## config.mk

```make
export PLATFORM = sky130hd
export DESIGN_NAME = bus_arbiter_flat
export DESIGN_NICKNAME = d
export VERILOG_FILES = /design/src/rtl/bus_arbiter_if.sv /design/src/rtl/bus_arbiter.sv /design/src/flat_wrapper.sv
export SDC_FILE = /design/constraint.sdc
export NUM_CORES = 1
export LEC_CHECK = 0
export CAP_MARGIN = 20
export CORE_AREA = 3 3 116 118
export DETAILED_ROUTE_END_ITERATION = 16
export DIE_AREA = 0 0 119 121
export PLACE_DENSITY_LB_ADDON = 0.3
export SYNTH_ARGS = -nofsm -noshare
export SYNTH_HDL_FRONTEND = slang
export SYNTH_SLANG_ARGS = --single-unit
```

## constraint.sdc

```tcl
create_clock -name i_clock -period 2.5 [get_ports i_clock]
set_input_delay 0.625 -clock i_clock [delete_from_list [all_inputs] [get_ports i_clock]]
set_output_delay 0.625 -clock i_clock [all_outputs]
set_load 0.01 [all_outputs]
```

## src/rtl/bus_arbiter_if.sv

```systemverilog
// -----------------------------------------------------------------------------
// bus_arbiter_if
// Groups the two requester ports (A = CPU, B = DMA), the shared bus command and
// response, and the sticky timeout flag of bus_arbiter.
//   slave  : arbiter view (requester commands and bus response in; requester
//            responses, bus command and timeout flag out)
//   master : environment view (requesters plus the bus target), mirror of slave
// Signal names keep their i_/o_ prefixes as seen from the arbiter.
// -----------------------------------------------------------------------------
interface bus_arbiter_if;
  // requester A
  logic        i_pa_request;
  logic        i_pa_rw;
  logic [31:0] i_pa_address;
  logic [31:0] i_pa_wdata;
  logic [31:0] o_pa_rdata;
  logic        o_pa_ready;
  // requester B
  logic        i_pb_request;
  logic        i_pb_rw;
  logic [31:0] i_pb_address;
  logic [31:0] i_pb_wdata;
  logic [31:0] o_pb_rdata;
  logic        o_pb_ready;
  // shared bus
  logic        o_bus_request;
  logic        o_bus_rw;
  logic [31:0] o_bus_address;
  logic [31:0] o_bus_wdata;
  logic [31:0] i_bus_rdata;
  logic        i_bus_ready;
  // status
  logic        o_timeout;

  modport slave (
    input  i_pa_request, i_pa_rw, i_pa_address, i_pa_wdata,
    output o_pa_rdata, o_pa_ready,
    input  i_pb_request, i_pb_rw, i_pb_address, i_pb_wdata,
    output o_pb_rdata, o_pb_ready,
    output o_bus_request, o_bus_rw, o_bus_address, o_bus_wdata,
    input  i_bus_rdata, i_bus_ready,
    output o_timeout
  );

  modport master (
    output i_pa_request, i_pa_rw, i_pa_address, i_pa_wdata,
    input  o_pa_rdata, o_pa_ready,
    output i_pb_request, i_pb_rw, i_pb_address, i_pb_wdata,
    input  o_pb_rdata, o_pb_ready,
    input  o_bus_request, o_bus_rw, o_bus_address, o_bus_wdata,
    output i_bus_rdata, i_bus_ready,
    input  o_timeout
  );
endinterface

```

## src/rtl/bus_arbiter.sv

```systemverilog
// -----------------------------------------------------------------------------
// bus_arbiter
// Two-requester round-robin arbiter in front of a single shared bus.
// IDLE picks a requester (round-robin when both ask), BUSY forwards the granted
// requester's command combinationally and routes the bus response back to it.
// A transaction ends on i_bus_ready, or is aborted when the granted request drops.
//
// Ports:
//   i_clock    : system clock, rising edge
//   i_reset_n  : asynchronous active-low reset
//   arb        : bus_arbiter_if.slave (requesters A/B, shared bus, o_timeout)
// Parameter:
//   TIMEOUT    : bus cycles before a stalled transaction is force-completed
//                (2..65535); only meaningful with the watchdog enabled
// Configuration:
//   BUS_ARBITER_TIMEOUT_EN : when defined, adds the stall watchdog and drives
//                            the sticky o_timeout flag; otherwise o_timeout=0
// -----------------------------------------------------------------------------
module bus_arbiter #(
  parameter int unsigned TIMEOUT = 1024
) (
  input  logic         i_clock,
  input  logic         i_reset_n,
  bus_arbiter_if.slave arb
);

  if (TIMEOUT < 2 || TIMEOUT > 65535) begin : g_bad_timeout
    $error("bus_arbiter: TIMEOUT must be within 2..65535");
  end

  typedef enum logic {IDLE, BUSY} state_t;

  state_t state;
  logic   grant;        // 0 = A, 1 = B
  logic   last_grant;   // requester that completed most recently
  logic   granted_request;
  logic   force_done;   // watchdog completion this cycle

  assign granted_request = grant ? arb.i_pb_request : arb.i_pa_request;

`ifdef BUS_ARBITER_TIMEOUT_EN
  logic [15:0] count;
  logic        timeout_flag;

  // Bus ready wins over the watchdog, and a dropped request is an abort, so
  // the forced completion only fires on a genuinely stalled, live transaction.
  assign force_done = (state == BUSY) && granted_request && !arb.i_bus_ready
                      && (count == 16'(TIMEOUT - 1));
  assign arb.o_timeout = timeout_flag;
`else
  assign force_done    = 1'b0;
  assign arb.o_timeout = 1'b0;
`endif

  // NOTE: sequential state uses non-blocking (<=) so every register samples
  // the pre-edge values; blocking here would create order-dependent races.
  always_ff @(posedge i_clock or negedge i_reset_n) begin
    if (!i_reset_n) begin
      state      <= IDLE;
      grant      <= 1'b0;
      last_grant <= 1'b1;   // A wins the first contested arbitration
`ifdef BUS_ARBITER_TIMEOUT_EN
      count        <= '0;
      timeout_flag <= 1'b0;
`endif
    end else begin
      case (state)
        IDLE: begin
          if (arb.i_pa_request || arb.i_pb_request) begin
            state <= BUSY;
            grant <= (arb.i_pa_request && arb.i_pb_request) ? ~last_grant
                                                            : arb.i_pb_request;
`ifdef BUS_ARBITER_TIMEOUT_EN
            count <= '0;
`endif
          end
        end
        BUSY: begin
          if (!granted_request) begin
            // abort: the transaction never completed, fairness is unchanged
            state <= IDLE;
          end else if (arb.i_bus_ready || force_done) begin
            state      <= IDLE;
            last_grant <= grant;
`ifdef BUS_ARBITER_TIMEOUT_EN
            if (force_done) timeout_flag <= 1'b1;
`endif
          end else begin
`ifdef BUS_ARBITER_TIMEOUT_EN
            count <= count + 16'd1;
`endif
          end
        end
        default: state <= IDLE;
      endcase
    end
  end

  // Outputs are decoded from the state register, so an asynchronous reset
  // drops the bus request and both readies without waiting for an edge.
  // NOTE: every output gets a default before the case logic; a path that
  // leaves one unassigned would infer a latch.
  always_comb begin
    arb.o_bus_request = 1'b0;
    arb.o_bus_rw      = 1'b0;
    arb.o_bus_address = '0;
    arb.o_bus_wdata   = '0;
    arb.o_pa_ready    = 1'b0;
    arb.o_pa_rdata    = '0;
    arb.o_pb_ready    = 1'b0;
    arb.o_pb_rdata    = '0;
    if (state == BUSY) begin
      arb.o_bus_request = granted_request && !force_done;
      if (grant) begin
        arb.o_bus_rw      = arb.i_pb_rw;
        arb.o_bus_address = arb.i_pb_address;
        arb.o_bus_wdata   = arb.i_pb_wdata;
        arb.o_pb_ready    = force_done | arb.i_bus_ready;
        arb.o_pb_rdata    = force_done ? '0 : arb.i_bus_rdata;
      end else begin
        arb.o_bus_rw      = arb.i_pa_rw;
        arb.o_bus_address = arb.i_pa_address;
        arb.o_bus_wdata   = arb.i_pa_wdata;
        arb.o_pa_ready    = force_done | arb.i_bus_ready;
        arb.o_pa_rdata    = force_done ? '0 : arb.i_bus_rdata;
      end
    end
  end

endmodule

```

## src/flat_wrapper.sv

```systemverilog
// flat-port wrapper written by rule: the top's interface ports become plain ports
module bus_arbiter_flat 
#(
  parameter int unsigned TIMEOUT = 1024
)
  (i_clock, i_reset_n, arb_i_pa_request, arb_i_pa_rw, arb_i_pa_address, arb_i_pa_wdata, arb_o_pa_rdata, arb_o_pa_ready, arb_i_pb_request, arb_i_pb_rw, arb_i_pb_address, arb_i_pb_wdata, arb_o_pb_rdata, arb_o_pb_ready, arb_o_bus_request, arb_o_bus_rw, arb_o_bus_address, arb_o_bus_wdata, arb_i_bus_rdata, arb_i_bus_ready, arb_o_timeout);
  bus_arbiter_if arb_i ();
  input  logic i_clock;
  input  logic i_reset_n;
  input wire logic [$bits(arb_i.i_pa_request)-1:0] arb_i_pa_request;
  input wire logic [$bits(arb_i.i_pa_rw)-1:0] arb_i_pa_rw;
  input wire logic [$bits(arb_i.i_pa_address)-1:0] arb_i_pa_address;
  input wire logic [$bits(arb_i.i_pa_wdata)-1:0] arb_i_pa_wdata;
  output wire logic [$bits(arb_i.o_pa_rdata)-1:0] arb_o_pa_rdata;
  output wire logic [$bits(arb_i.o_pa_ready)-1:0] arb_o_pa_ready;
  input wire logic [$bits(arb_i.i_pb_request)-1:0] arb_i_pb_request;
  input wire logic [$bits(arb_i.i_pb_rw)-1:0] arb_i_pb_rw;
  input wire logic [$bits(arb_i.i_pb_address)-1:0] arb_i_pb_address;
  input wire logic [$bits(arb_i.i_pb_wdata)-1:0] arb_i_pb_wdata;
  output wire logic [$bits(arb_i.o_pb_rdata)-1:0] arb_o_pb_rdata;
  output wire logic [$bits(arb_i.o_pb_ready)-1:0] arb_o_pb_ready;
  output wire logic [$bits(arb_i.o_bus_request)-1:0] arb_o_bus_request;
  output wire logic [$bits(arb_i.o_bus_rw)-1:0] arb_o_bus_rw;
  output wire logic [$bits(arb_i.o_bus_address)-1:0] arb_o_bus_address;
  output wire logic [$bits(arb_i.o_bus_wdata)-1:0] arb_o_bus_wdata;
  input wire logic [$bits(arb_i.i_bus_rdata)-1:0] arb_i_bus_rdata;
  input wire logic [$bits(arb_i.i_bus_ready)-1:0] arb_i_bus_ready;
  output wire logic [$bits(arb_i.o_timeout)-1:0] arb_o_timeout;
  assign arb_i.i_pa_request = arb_i_pa_request;
  assign arb_i.i_pa_rw = arb_i_pa_rw;
  assign arb_i.i_pa_address = arb_i_pa_address;
  assign arb_i.i_pa_wdata = arb_i_pa_wdata;
  assign arb_o_pa_rdata = arb_i.o_pa_rdata;
  assign arb_o_pa_ready = arb_i.o_pa_ready;
  assign arb_i.i_pb_request = arb_i_pb_request;
  assign arb_i.i_pb_rw = arb_i_pb_rw;
  assign arb_i.i_pb_address = arb_i_pb_address;
  assign arb_i.i_pb_wdata = arb_i_pb_wdata;
  assign arb_o_pb_rdata = arb_i.o_pb_rdata;
  assign arb_o_pb_ready = arb_i.o_pb_ready;
  assign arb_o_bus_request = arb_i.o_bus_request;
  assign arb_o_bus_rw = arb_i.o_bus_rw;
  assign arb_o_bus_address = arb_i.o_bus_address;
  assign arb_o_bus_wdata = arb_i.o_bus_wdata;
  assign arb_i.i_bus_rdata = arb_i_bus_rdata;
  assign arb_i.i_bus_ready = arb_i_bus_ready;
  assign arb_o_timeout = arb_i.o_timeout;
  bus_arbiter #(.TIMEOUT(TIMEOUT)) u_core (.i_clock(i_clock), .i_reset_n(i_reset_n), .arb(arb_i));
endmodule
```

### Word level (Yosys, flattened, before mapping)

Cells that the tools add are included.

| word-level totals | value |
|---|---|
| output and inout port bits | 133 |
| register bits | 3 |

| operators by class | value |
|---|---|
| mux-type cells | 21 |
| bitwise logic cells | 2 |
| reduce and logical (&&, ||, !) cells | 4 |

Operator list:

| kind | count |
|---|---|
| 32-bit two-way mux | 8 |
| 1-bit two-way mux | 12 |
| 3-bit AND reduction | 1 |
| 1-bit NOT | 2 |
| 1-bit one-hot mux with 2 select lines | 1 |
| 2-bit AND reduction | 1 |
| 1-bit logical AND | 1 |
| 1-bit logical OR | 1 |

### Longest topological paths before layout

Gate-level depths: netlist of the first run.

| depth | value |
|---|---|
| depth in word-level cells | 3 |
| depth in mapped cells | 5 |

### Worst setup path before layout of the first run

Ideal clock, no wire load.

| timing | value |
|---|---|
| path kind | reg2out |
| from | register u_core.grant |
| to | output port arb_o_bus_address[19] |
| path buffers | 3 |
| setup slack | 842 ps |
| required time | 1875 ps |
| data arrival time | 1033 ps |
| cell stages (with the launch flop) | 6 |
| cell sequence | dfrtp_1 > buf_6 > buf_12 > buf_12 > mux2i_1 > nor2_1 |

| between the ends | value |
|---|---|
| longest elaborated chain between the ends | 2 |

RTL lines:

| element | line | RTL |
|---|---|---|
| start, declared | bus_arbiter.sv:34 | `logic grant;` |
| start signal, assigned | bus_arbiter.sv:71 | `grant <= (arb.i_pa_request && arb.i_pb_request) ? ~last_grant` |
| 32-bit two-way mux | bus_arbiter.sv:114 | `if (grant) begin` |
| 32-bit two-way mux | bus_arbiter.sv:112 | `if (state == BUSY) begin` |
| end, declared | flat_wrapper.sv:24 | `output wire logic [$bits(arb_i.o_bus_address)-1:0] arb_o_bus_address;` |

No other way between the ends.

### Final worst setup path of the first run

| timing | value |
|---|---|
| from | input port arb_i_pa_address[7] |
| to | output port arb_o_bus_address[7] |

| between the ends | value |
|---|---|
| longest elaborated chain between the ends | 2 |

RTL lines:

| element | line | RTL |
|---|---|---|
| start, declared | flat_wrapper.sv:12 | `input wire logic [$bits(arb_i.i_pa_address)-1:0] arb_i_pa_address;` |
| 32-bit two-way mux | bus_arbiter.sv:114 |  |
| 32-bit two-way mux | bus_arbiter.sv:112 |  |

No other way between the ends.

==> impl_metrics.env, run 1 <==
export IMPL_status="finished clean"
export IMPL_grt_overflow=0
export IMPL_hp_class="reg -> reg"
export IMPL_yosys_top_cells_area="mux2i_1, nor2_1, and3_1, and2_1, buf_12"
export IMPL_via_per_inst=3.916
export IMPL_synth_nets=409
export IMPL_cts_inserted_buffers=3
export IMPL_cts_tree="yes"
export IMPL_period_share_pct=98.13
export IMPL_power_mw=3.482
export IMPL_dpl_hpwl_um=8010
export IMPL_coreArea_um2=12570
export IMPL_yosysTopAreaCellShare_pct=39.08
export IMPL_max_freq_mhz=407.6
export IMPL_grt_pass1_vias=2786
export IMPL_h_tree_depth=1
export IMPL_cts_hold_buffers=0
export IMPL_tns_ns=0
export IMPL_grt_antenna_before_repair=0
export IMPL_start_kind="input port"
export IMPL_finalSetupViolations=0
export IMPL_drt_iter0_markers=91
export IMPL_clockRootBuffer="clkbuf_16"
export IMPL_slowest_stage="clkdlybuf4s50_1"
export IMPL_async_flop_share_pct=100.0
export IMPL_critPathMaxStageDelay_ns=0.55
export IMPL_worstPathCellList="clkdlybuf4s50_1 > mux2i_1 > nor2_1 > clkdlybuf4s50_1"
export IMPL_finalNetCount=699
export IMPL_ys_warn_count=0
export IMPL_critPathMaxFanout=1
export IMPL_ys_top_cells_by_count="nor2_1, mux2i_1, and3_1, and2_1, clkbuf_1"
export IMPL_drt_pre_antenna_iters=4
export IMPL_maxCapViolCount=0
export IMPL_critPathMostFrequentCell="clkdlybuf4s50_1"
export IMPL_slew_violations=0
export IMPL_initial_core_util_pct=13.45
export IMPL_ir_worst_vdd_v=0.0002962
export IMPL_port_buffers=298
export IMPL_rows=41
export IMPL_ant_nets=0
export IMPL_avgSynthCellArea_um2=6.985
export IMPL_crit_type="in -> out"
export IMPL_clock_sinks=3
export IMPL_worst_endpoint_arrival_ns=1.83
export IMPL_drc=0
export IMPL_ys_seq_area_share_pct=4.515
export IMPL_die_area_um2=14400
export IMPL_die_y_um=121
export IMPL_routed_wl_um=9860
export IMPL_grt_pass1_wl_um=14220
export IMPL_synth_edf_count=0
export IMPL_diodes=0
export IMPL_synth_area_um2=1690
export IMPL_synthFlopType="dfrtp_1"
export IMPL_syn_inst=242
export IMPL_period_needed_ns=2.453
export IMPL_grt_max_degree=47
export IMPL_grt_usage_pct=12.01
export IMPL_io_pins=300
export IMPL_end_kind="output pin"
export IMPL_synth_most_common_cell="nor2_1"
export IMPL_die_w_um=119
export IMPL_clk_pin_slew_ns=0.03
export IMPL_clk_insertion_delay_late_ns=0.22
export IMPL_num_vias=2753
export IMPL_synth_cell_types=21
export IMPL_ys_ff_latch=3
export IMPL_drive_gt1_share_pct=3.955
export IMPL_clock_path_buffers=2
export IMPL_area_growth_syn_to_layout_pct=194.2
export IMPL_crit_required_ns=1.88
export IMPL_gp_congestion=0.8034
export IMPL_p_leak_nw=2.316
export IMPL_pwr_density_cell_nw_per_um2=700.1
export IMPL_wl_per_cell_um=14.03
export IMPL_synth_top_area_cell="mux2i_1"
export IMPL_rsz0062_at_grt="no"
export IMPL_fin_skew_ns=0.0006085
export IMPL_hold_viol=0
[per-layer routing]
metal | global-route usage, % | wire [um] | vias up
li1 | - | - | 1386
met1 | 12.24 | 3518 | 1204
met2 | 24.02 | 5343 | 157
met3 | 3.077 | 901 | 6
met4 | 3.041 | 96 | 0
met5 | 0 | 0 | -
[cells by family (layout without fill, tap and decap cells)]
family / after synthesis / in the layout / share of synthesized area [%]
buffers and inverters: 29 / 318 / 13.03
other: 1 / 1 / 0.2218
AOI/OAI and AO/OA: 3 / 3 / 1.407
DFF: 3 / 3 / 4.516
and+or+nand+nor: 140 / 140 / 41.75
muxes: 66 / 66 / 39.08
[power by group]
| part | internal, mW | switching (mW) |
|---|---|---|
| Combinational | 1.78 | 1.31 |
| Clock | 0.210 | 0.0437 |
| Sequential | 0.0811 | 0.0549 |
| Total | 2.07 | 1.41 |
[worst max-delay path: cells and delay by family]
family / cells / cell delay [ns]
buf+inv: 2 / 1.04
simple gates: 1 / 0.09
mux: 1 / 0.07
[cell type report]
class                   instances  area (um^2)
flip-flops and latches          3        80.08
multi-input cells             210         1394
inverters                       2        7.507
well taps                     172        215.2
fillers                      1270         7595
clock buffers                   4        78.83
repair buffers                312         3198
[through the flow]
step	std cells	hold slack [ns]	utilization (%)	instance area, um^2	setup slack (ns)
after CTS	700	0.5233	38.90	4888	-0.008422
after floorplan	242	0.3294	-	1690	0.8421
after global placement	696	0.5040	38.39	4825	-0.03393
final	703	0.5209	39.57	4974	0.04680
after global routing	703	0.5672	39.57	4974	0.0007179
after detailed placement	696	0.5170	38.39	4825	-0.05946
[registers in the layout (all words and copies together) (netlist names)]
| register | cells |
|---|---|
| u_core.grant | 1 |
| u_core.state | 1 |
| u_core.last_grant | 1 |
[cell usage in the layout, fill, tap and decap left out, drive strengths merged]
master / count
clkdlybuf4s50: 269
nor2: 68
mux2i: 66
and3: 34
and2: 32
dlygate4sd2: 18
buf: 12
dlymetal6s2s: 11
clkbuf: 6
nand2: 3
inv: 2
dfrtp: 2
nor2b: 1
o22ai: 1
nand2b: 1
a32o: 1
nand4: 1
o211ai: 1
conb: 1
dfstp: 1
[repair_timing]
| action | 4_1_cts | 5_1_grt |
|---|---|---|
| endpoints found under the setup margin | 28 | 75 |
| pin swaps | 0 | 0 |
| endpoints found under the hold margin | 0 | 0 |
| setup buffers | 0 | 1 |
| cloned | 0 | 2 |
| resized for setup | 19 | 11 |
[final timing paths]
kind	startpoint	to	slack (ns)	depth (start not counted)
max in group asynchronous	i_reset_n	u_core.last_grant	1.70	1
worst max register to register	u_core.grant	u_core.state	1.20	3
worst max-delay path	arb_i_pa_address[7]	arb_o_bus_address[7]	0.05	4
worst min register to register	u_core.last_grant	u_core.last_grant	0.52	2
worst min-delay path	u_core.last_grant	u_core.last_grant	0.52	2
min in group asynchronous	i_reset_n	u_core.state	0.58	1
Power figures use the tool's default switching activity.
==> run 2, diff against run 1 <==
--- a/config.mk
+++ b/config.mk
@@ -10,6 +10,7 @@
 export DETAILED_ROUTE_END_ITERATION = 16
 export DIE_AREA = 0 0 119 121
 export PLACE_DENSITY_LB_ADDON = 0.3
+export SLEW_MARGIN = 10
 export SYNTH_ARGS = -nofsm -noshare
 export SYNTH_HDL_FRONTEND = slang
 export SYNTH_SLANG_ARGS = --single-unit
==> results of run 2 <==
Final layout, timing and power as in run 1 (identical DEF).
